File: src/rtl/conv_patch_pkg.sv
// Shared types and constants for the convolution-patch sequencer.
package conv_patch_pkg;

  // Two-state scan controller.
  typedef enum logic {
    IDLE = 1'b0,
    RUN  = 1'b1
  } state_e;

  // Smallest legal patch edge and stride.
  localparam int P_MIN = 1;
  localparam int S_MIN = 1;

  // Coordinate width: enough bits to hold max(IMG_W, IMG_H) itself.
  function automatic int calc_cw(input int w, input int h);
    return $clog2(((w > h) ? w : h) + 1);
  endfunction

endpackage

File: src/rtl/conv_patch_seq_therm_enc.sv
// Coordinate to N-bit thermometer code: bit i = (i < coord) when enabled.
module therm_enc #(
  parameter int N = 32,
  parameter int W = 6
) (
  input  logic [W-1:0] coord_i,
  input  logic         en_i,
  output logic [N-1:0] therm_o
);

  // Decode every output bit against the coordinate; all-zero when disabled.
  always_comb begin
    // NOTE: assign a default before the loop so no path leaves therm_o unassigned (no latch).
    therm_o = '0;
    for (int i = 0; i < N; i++) begin
      therm_o[i] = en_i && (32'(i) < 32'(coord_i));
    end
  end

endmodule

File: src/rtl/conv_patch_seq.sv
// Convolution-patch sequencer: one start scans every patch position row-major,
// emitting LANES horizontally adjacent positions per beat as thermometer masks.
module conv_patch_seq
  import conv_patch_pkg::*;
#(
  parameter  int IMG_W = 32,
  parameter  int IMG_H = 32,
  parameter  int MAX_P = 7,
  parameter  int MAX_S = 7,
  parameter  int LANES = 8,
  localparam int CW    = calc_cw(IMG_W, IMG_H)
) (
  input  logic                   clk,
  input  logic                   rst_n,
  input  logic                   start,
  input  logic                   abort,
  input  logic [2:0]             patch_size,
  input  logic [2:0]             stride,
  input  logic                   out_ready,
  output logic                   out_valid,
  output logic [LANES-1:0]       lane_valid,
  output logic [CW-1:0]          y_pos,
  output logic [CW-1:0]          x_base,
  output logic [IMG_H-1:0]       y_therm,
  output logic [LANES*IMG_W-1:0] x_therm,
  output logic                   last,
  output logic                   busy,
  output logic                   done,
  output logic                   cfg_err
);

  // Extended width so x_base + LANES*MAX_S + MAX_P never wraps.
  localparam int EW = CW + 4;
  typedef logic [EW-1:0] ew_t;

  state_e        state_q;
  logic [2:0]    p_q, s_q;
  logic [CW-1:0] x_base_q, y_pos_q;
  logic          done_q, cfg_err_q;

  logic             run, cfg_ok, hs, row_wrap, last_c;
  logic [CW-1:0]    x_step_d, y_step_d;
  ew_t              lane_x [LANES];
  logic [LANES-1:0] lane_ok;

  assign run = (state_q == RUN);
  assign hs  = run && out_ready;

  assign cfg_ok = (int'(patch_size) >= P_MIN) && (int'(patch_size) <= MAX_P) &&
                  (int'(stride)     >= S_MIN) && (int'(stride)     <= MAX_S) &&
                  (int'(patch_size) <= IMG_W) && (int'(patch_size) <= IMG_H);

  // Per-lane column position and validity (position + patch must fit the row).
  always_comb begin
    for (int l = 0; l < LANES; l++) begin
      lane_x[l]  = ew_t'(x_base_q) + ew_t'(l) * ew_t'(s_q);
      lane_ok[l] = run && ((lane_x[l] + ew_t'(p_q)) <= ew_t'(IMG_W));
    end
  end

  // The row wraps when the next beat's lane 0 would no longer fit.
  assign row_wrap = (ew_t'(x_base_q) + ew_t'(LANES) * ew_t'(s_q) + ew_t'(p_q)) > ew_t'(IMG_W);
  assign last_c   = run && row_wrap &&
                    ((ew_t'(y_pos_q) + ew_t'(s_q) + ew_t'(p_q)) > ew_t'(IMG_H));

  // Stride accumulation only; no division anywhere.
  assign x_step_d = CW'(ew_t'(x_base_q) + ew_t'(LANES) * ew_t'(s_q));
  assign y_step_d = CW'(ew_t'(y_pos_q) + ew_t'(s_q));

  // Scan controller: state, latched config, coordinates and status pulses.
  always_ff @(posedge clk or negedge rst_n) begin
    if (!rst_n) begin
      state_q   <= IDLE;
      p_q       <= '0;
      s_q       <= '0;
      x_base_q  <= '0;
      y_pos_q   <= '0;
      done_q    <= 1'b0;
      cfg_err_q <= 1'b0;
    end else begin
      // NOTE: non-blocking assignments so every register samples pre-edge values.
      done_q    <= 1'b0;
      cfg_err_q <= 1'b0;
      unique case (state_q)
        IDLE: begin
          if (start) begin
            if (cfg_ok) begin
              state_q  <= RUN;
              p_q      <= patch_size;
              s_q      <= stride;
              x_base_q <= '0;
              y_pos_q  <= '0;
            end else begin
              cfg_err_q <= 1'b1;
            end
          end
        end
        RUN: begin
          if (abort) begin
            state_q  <= IDLE;
            x_base_q <= '0;
            y_pos_q  <= '0;
          end else if (hs) begin
            if (last_c) begin
              state_q  <= IDLE;
              done_q   <= 1'b1;
              x_base_q <= '0;
              y_pos_q  <= '0;
            end else if (row_wrap) begin
              x_base_q <= '0;
              y_pos_q  <= y_step_d;
            end else begin
              x_base_q <= x_step_d;
            end
          end
        end
        default: state_q <= IDLE;
      endcase
    end
  end

  assign out_valid  = run;
  assign busy       = run;
  assign lane_valid = lane_ok;
  assign x_base     = x_base_q;
  assign y_pos      = y_pos_q;
  assign last       = last_c;
  assign done       = done_q;
  assign cfg_err    = cfg_err_q;

  therm_enc #(.N(IMG_H), .W(CW)) u_y_therm (
    .coord_i (y_pos_q),
    .en_i    (1'b1),
    .therm_o (y_therm)
  );

  for (genvar l = 0; l < LANES; l++) begin : g_x_therm
    therm_enc #(.N(IMG_W), .W(EW)) u_x_therm (
      .coord_i (lane_x[l]),
      .en_i    (lane_ok[l]),
      .therm_o (x_therm[l*IMG_W +: IMG_W])
    );
  end

endmodule

File: config.mk
export PLATFORM = sky130hd
export DESIGN_NAME = conv_patch_seq
export DESIGN_NICKNAME = d
export VERILOG_FILES = /design/src/rtl/conv_patch_pkg.sv /design/src/rtl/conv_patch_seq_therm_enc.sv /design/src/rtl/conv_patch_seq.sv
export SDC_FILE = /design/constraint.sdc
export NUM_CORES = 1
export LEC_CHECK = 0
export CAP_MARGIN = 15
export CORE_AREA = 2 2 124 126
export CTS_BUF_LIST = sky130_fd_sc_hd__clkbuf_4 sky130_fd_sc_hd__clkbuf_8 sky130_fd_sc_hd__clkbuf_16
export DETAILED_ROUTE_END_ITERATION = 6
export DIE_AREA = 0 0 126 128
export PLACE_DENSITY = 0.84
export SETUP_SLACK_MARGIN = 0.02
export SLEW_MARGIN = 20
export SYNTH_ARGS = -nofsm -noshare
export SYNTH_HDL_FRONTEND = slang
export SYNTH_SLANG_ARGS = --single-unit
File: constraint.sdc
create_clock -name clk -period 12.84 [get_ports clk]
set_input_delay 1.284 -clock clk [delete_from_list [all_inputs] [get_ports clk]]
set_output_delay 1.284 -clock clk [all_outputs]
set_load 0.05 [all_outputs]
-- After elaboration in Yosys (flattened, before gate mapping)
Index checks and enable logic that the tools add are counted.
- $add $sub $neg: 19
- multipliers: 4
- order comparisons: 300
- eq/ne operators: 4
- mux-type cells: 25
- bitwise logic cells: 1
- reductions and logical operators: 271
- operators by type and width (kind ; count):
    less-than comparator 5 x 7 -> 1 bit (first input constant) ; 112
    less-than comparator 4 x 7 -> 1 bit (first input constant) ; 56
    logical AND 1 bit ; 268
    less-than comparator 3 x 7 -> 1 bit (first input constant) ; 28
    less-than comparator 5 x 6 -> 1 bit (first input constant) ; 32
    less-than comparator 1 x 7 -> 1 bit (first input constant) ; 14
    less-than comparator 2 x 7 -> 1 bit (first input constant) ; 14
    less-than comparator 4 x 6 -> 1 bit (first input constant) ; 16
    2-to-1 mux 6 bit ; 10
    adder 7 x 3 -> 8 bit ; 7
    less-or-equal comparator 8 x 6 -> 1 bit (second input constant) ; 7
    less-than comparator 3 x 6 -> 1 bit (first input constant) ; 8
    adder 6 x 6 -> 7 bit ; 4
    less-than comparator 1 x 6 -> 1 bit (first input constant) ; 4
    less-than comparator 2 x 6 -> 1 bit (first input constant) ; 4
    case mux 6 bit (2 select lines) ; 2
    adder 6 x 3 -> 7 bit ; 3
    adder 10 x 3 -> 10 bit ; 2
    greater-than comparator 10 x 6 -> 1 bit (second input constant) ; 2
    adder 6 x 5 -> 7 bit ; 2
    multiplier 3 x 3 -> 6 bit (first input constant) ; 2
    2-to-1 mux 1 bit ; 12
    multiplier 2 x 3 -> 5 bit (first input constant) ; 2
    adder 6 x 4 -> 7 bit ; 1
    9 further kinds ; 12
- flip-flop bits (word level): 21
- bits of input ports: 11
- word-level logic and storage cells: 631

-- Depth between registers and ports, before layout
- word-level depth: 9
- gate-level depth with buffers: 14
- depth with buffers taken out: 11

-- By module
A second synthesis with hierarchy kept.
- cells, all modules: 1041
- area total of the unflattened synthesis: 7564.8 um^2
- by module, submodules not included (module ; instances ; cells an instance ; area an instance (um^2) ; seq. area each (um^2)):
    therm_enc at g_x_therm[0].u_x_therm ... ; 8 ; 80 ; 529.3 ; 0.0
    conv_patch_seq ; 1 ; 333 ; 2930.3 ; 450.4
    therm_enc at u_y_therm ; 1 ; 68 ; 400.4 ; 0.0

-- Least setup slack after synthesis
OpenSTA, ideal clock, no wires.
- kind: register to output
- start: reg s_q[1]
- end: out x_therm[235]
- arrival time: 4861 ps
- required time: 11556 ps
- slack: 6695 ps
- cell stages (with the launch flop): 13
- path through: dfrtp_1 -> clkbuf_1 -> inv_1 -> ha_1 -> fa_1 -> ha_1 -> or3_1 -> a211oi_1 -> o211ai_1 -> a21o_1 -> o211a_2 -> buf_2 -> a211oi_1
- longest elaborated chain between the ends: 6
- elaborated cells on any way between the ends: 7
- those cells by class: add/sub: 2; mul: 1; order compare: 2; reduce/logical: 2
- ends and longest elaborated chain (what ; RTL line ; RTL):
    start: declaration ; conv_patch_seq.sv:37 ; logic [2:0] p_q, s_q;
    start signal: assignment ; conv_patch_seq.sv:90 ; s_q <= stride;
    multiplier 3 x 3 -> 6 bit (*) ; conv_patch_seq.sv:56 ; lane_x[l] = ew_t'(x_base_q) + ew_t'(l) * ew_t'(s_q);
    adder 6 x 6 -> 7 bit (*) ; conv_patch_seq.sv:56 ;
    adder 7 x 3 -> 8 bit ; conv_patch_seq.sv:57 ; lane_ok[l] = run && ((lane_x[l] + ew_t'(p_q)) <= ew_t'(IMG_W));
    less-or-equal comparator 8 x 6 -> 1 bit ; conv_patch_seq.sv:57 ;
    logical AND 1 bit ; conv_patch_seq.sv:57 ;
    logical AND 1 bit (*) ; conv_patch_seq_therm_enc.sv:16 ; therm_o[i] = en_i && (32'(i) < 32'(coord_i));
    end: declaration ; conv_patch_seq.sv:25 ; output logic [LANES*IMG_W-1:0] x_therm,
Every way passes the cells marked *; elsewhere a longest branch is shown, timed or not.

-- Worst setup path after layout
- start: reg s_q[1]
- end: out x_therm[228]
Same word-level chain as after synthesis.

==> impl_metrics.ini <==
[outcome]
outcome = completed

[clock_tree]
path_clk_slew_ps = 50
clkLatencyLatePin_ps = 250
cts_root_buf = clkbuf_16
cts_sinks = 18
postCtsResizedCells = 0
clk_path_buf_depth = 2
numCtsBuffers = 3
cts_tree = done
htreeDepth = 1
cts_hold_buf = 0
post_cts_buffers = 0

[worst_setup_path]
reg2reg_from = s_q[0]
crit_start = s_q[1]
endpoint = x_therm[228]
r2r-end = y_pos[5]
r2r_cells = 7
cp-start-kind = register
worstPathArrival_ps = 5630
end_kind = output pin
rrSetupSlack_ps = 9260
critical_path_required_ps = 11560
cp_max_fo = 33
setup.worst_path.class = reg -> out

[floorplanning]
core_sq_mm = 0.01486
row_count = 45
die_w_microns = 126
ioPinCount = 324
die_h_microns = 128
die_area_sq_mm = 0.01613
start_util_pct = 41.47

[yosys]
ys_top_cells_by_count = a21oi_1 (148), nor2_1 (124), nand2_1 (89), buf_4 (65), clkbuf_1 (57)
post-synth-top-count-cell = a21oi_1
synth-edff-count = 0
synth_area_leader_cell = a21oi_1
synth_warnings = 0
synth_area_sq_mm = 0.006165
ys_types = 65
ys_seq_area_share_pct = 7.307
synthFlopType = dfrtp_1
ys_async_sr_fraction_pct = 100.0
synth.area.top_cells = a21oi_1 (12%), ha_1 (10%), buf_4 (7.9%)
synth_top_area_share_pct = 12.02
synth_cells = 974
avgSynthCellArea_sq_um = 6.329
ys_ff_latch = 18

[detailed_routing]
highest_layer = met4
ant_nets = 0
initialDrtViolationCount = 480
drcViolationCount = 0
wl_met1_microns = 9200
dr.pass1.iters = 5
routed_wl_microns = 21580
vias = 7582
wire_per_inst_microns = 15.76
dr_wl_met2_microns = 10620
dr_wl_met3_microns = 1416
routed_via_density = 5.538

[sta]
grt_setup_unrepaired = no
fmax_ghz = 0.1446
finalWorstSetupSlack_ps = 5924
relSlewSlack_pct = 30.62
slew_viol_final = 0
finalHoldViolations = 0
finalSetupViolCount = 0
worst_pin_slew_ps = 1041
skew_ps = 4.732
finalCritPeriodShare_pct = 53.86
fin_tns_setup_ps = 0
min_period_ps = 6916

[finish]
diodes = 0
area_delta_synth_final_pct = 46.82
n_fill_cell = 1357
nets = 1255
drive_above_1_share_pct = 3.218

[place]
port_buffers = 320
gp_congestion = 0.9149
dp_hpwl_microns = 16380
dp_worst_setup_slack_ps = 5874

[global_route]
grt_pass1_vias = 6659
overflow = 0
antenna_found_initial = 0
grt_max_degree = 40
grt_pass1_wl_microns = 33680
grtUsageTotal_pct = 24.51

[run]
maxCapViolCount = 0

[hold_path]
hp-class = reg -> reg
## metal layers
metal	vias to the layer above	track usage (%)
met5	-	0
met4	0	4.977
met3	23	3.172
met2	310	43.90
met1	3478	31.65
li1	3771	-
## cells in the final DEF (no fill, tap or decap), drive strengths merged, types with 23 or more instances in the layout
cell	netlist	routed
ha	51	51
nor2	124	124
nor3	53	53
nand3	23	23
a21oi	149	149
o21ai	53	53
inv	42	42
clkdlybuf4s50	0	320
a21o	23	23
nand2	89	89
## cell families after synthesis
kind of cell	share of synthesized area (%)
flip-flops	7.307
multiplexers	1.055
buffers and inverters	15.16
other	0.1218
adder cells (fa/ha/maj)	13.92
XOR/XNOR	4.404
AND/OR/NAND/NOR	26.61
AO/OA/AOI/OAI	31.42
## critical path, cell delays in order, from the launching register on
cell,delay [ps]
dfrtp_1,660
buf_4,320
fa_1,440
ha_1,310
ha_1,290
ha_1,440
ha_1,390
xor2_1,170
nor3_1,230
o211ai_1,160
o21ai_0,120
nand3_2,510
a221oi_1,460
clkdlybuf4s50_1,870
## worst min-delay path by stage
stage | startpoint | endpoint | slack [ps] | cells past startpoint
5_1_grt | y_pos[3] | y_pos[3] | 810 | 1
2_1_floorplan | p_q[0] | p_q[0] | 610 | 1
3_3_place_gp | y_pos[3] | y_pos[3] | 750 | 1
3_5_place_dp | y_pos[3] | y_pos[3] | 750 | 1
4_1_cts | y_pos[3] | y_pos[3] | 760 | 1
6_report | y_pos[3] | y_pos[3] | 770 | 1
## registers in the layout, indices dropped and copies added, names as in the netlist
signal / count
done: 1
y_pos: 6
cfg_err: 1
p_q: 3
s_q: 3
x_base: 3
busy: 1
## final cells by class
type	count	area [sq um]	area share [%]
multi-input cells	784	4823	53.29
well taps	188	235.2	2.599
flip-flops and latches	18	451.7	4.990
inverters	42	157.7	1.742
clock buffers	4	82.58	0.9124
repair buffers	333	3301	36.47
## per-stage QoR
step	cells	hold slack [ps]	utilization (%)	cell area [sq um]
5_1_grt	1369	812.7	60.89	9051
3_3_place_gp	1365	748.7	60.27	8959
4_1_cts	1369	760.2	60.82	9041
2_1_floorplan	980	605.0	-	6187
6_report	1369	774.0	60.89	9051
3_5_place_dp	1365	750.5	60.27	8959
Power is left out: the tool's default activity adds up to more than one toggle a clock period on the data nets, which glitch-free logic cannot reach.
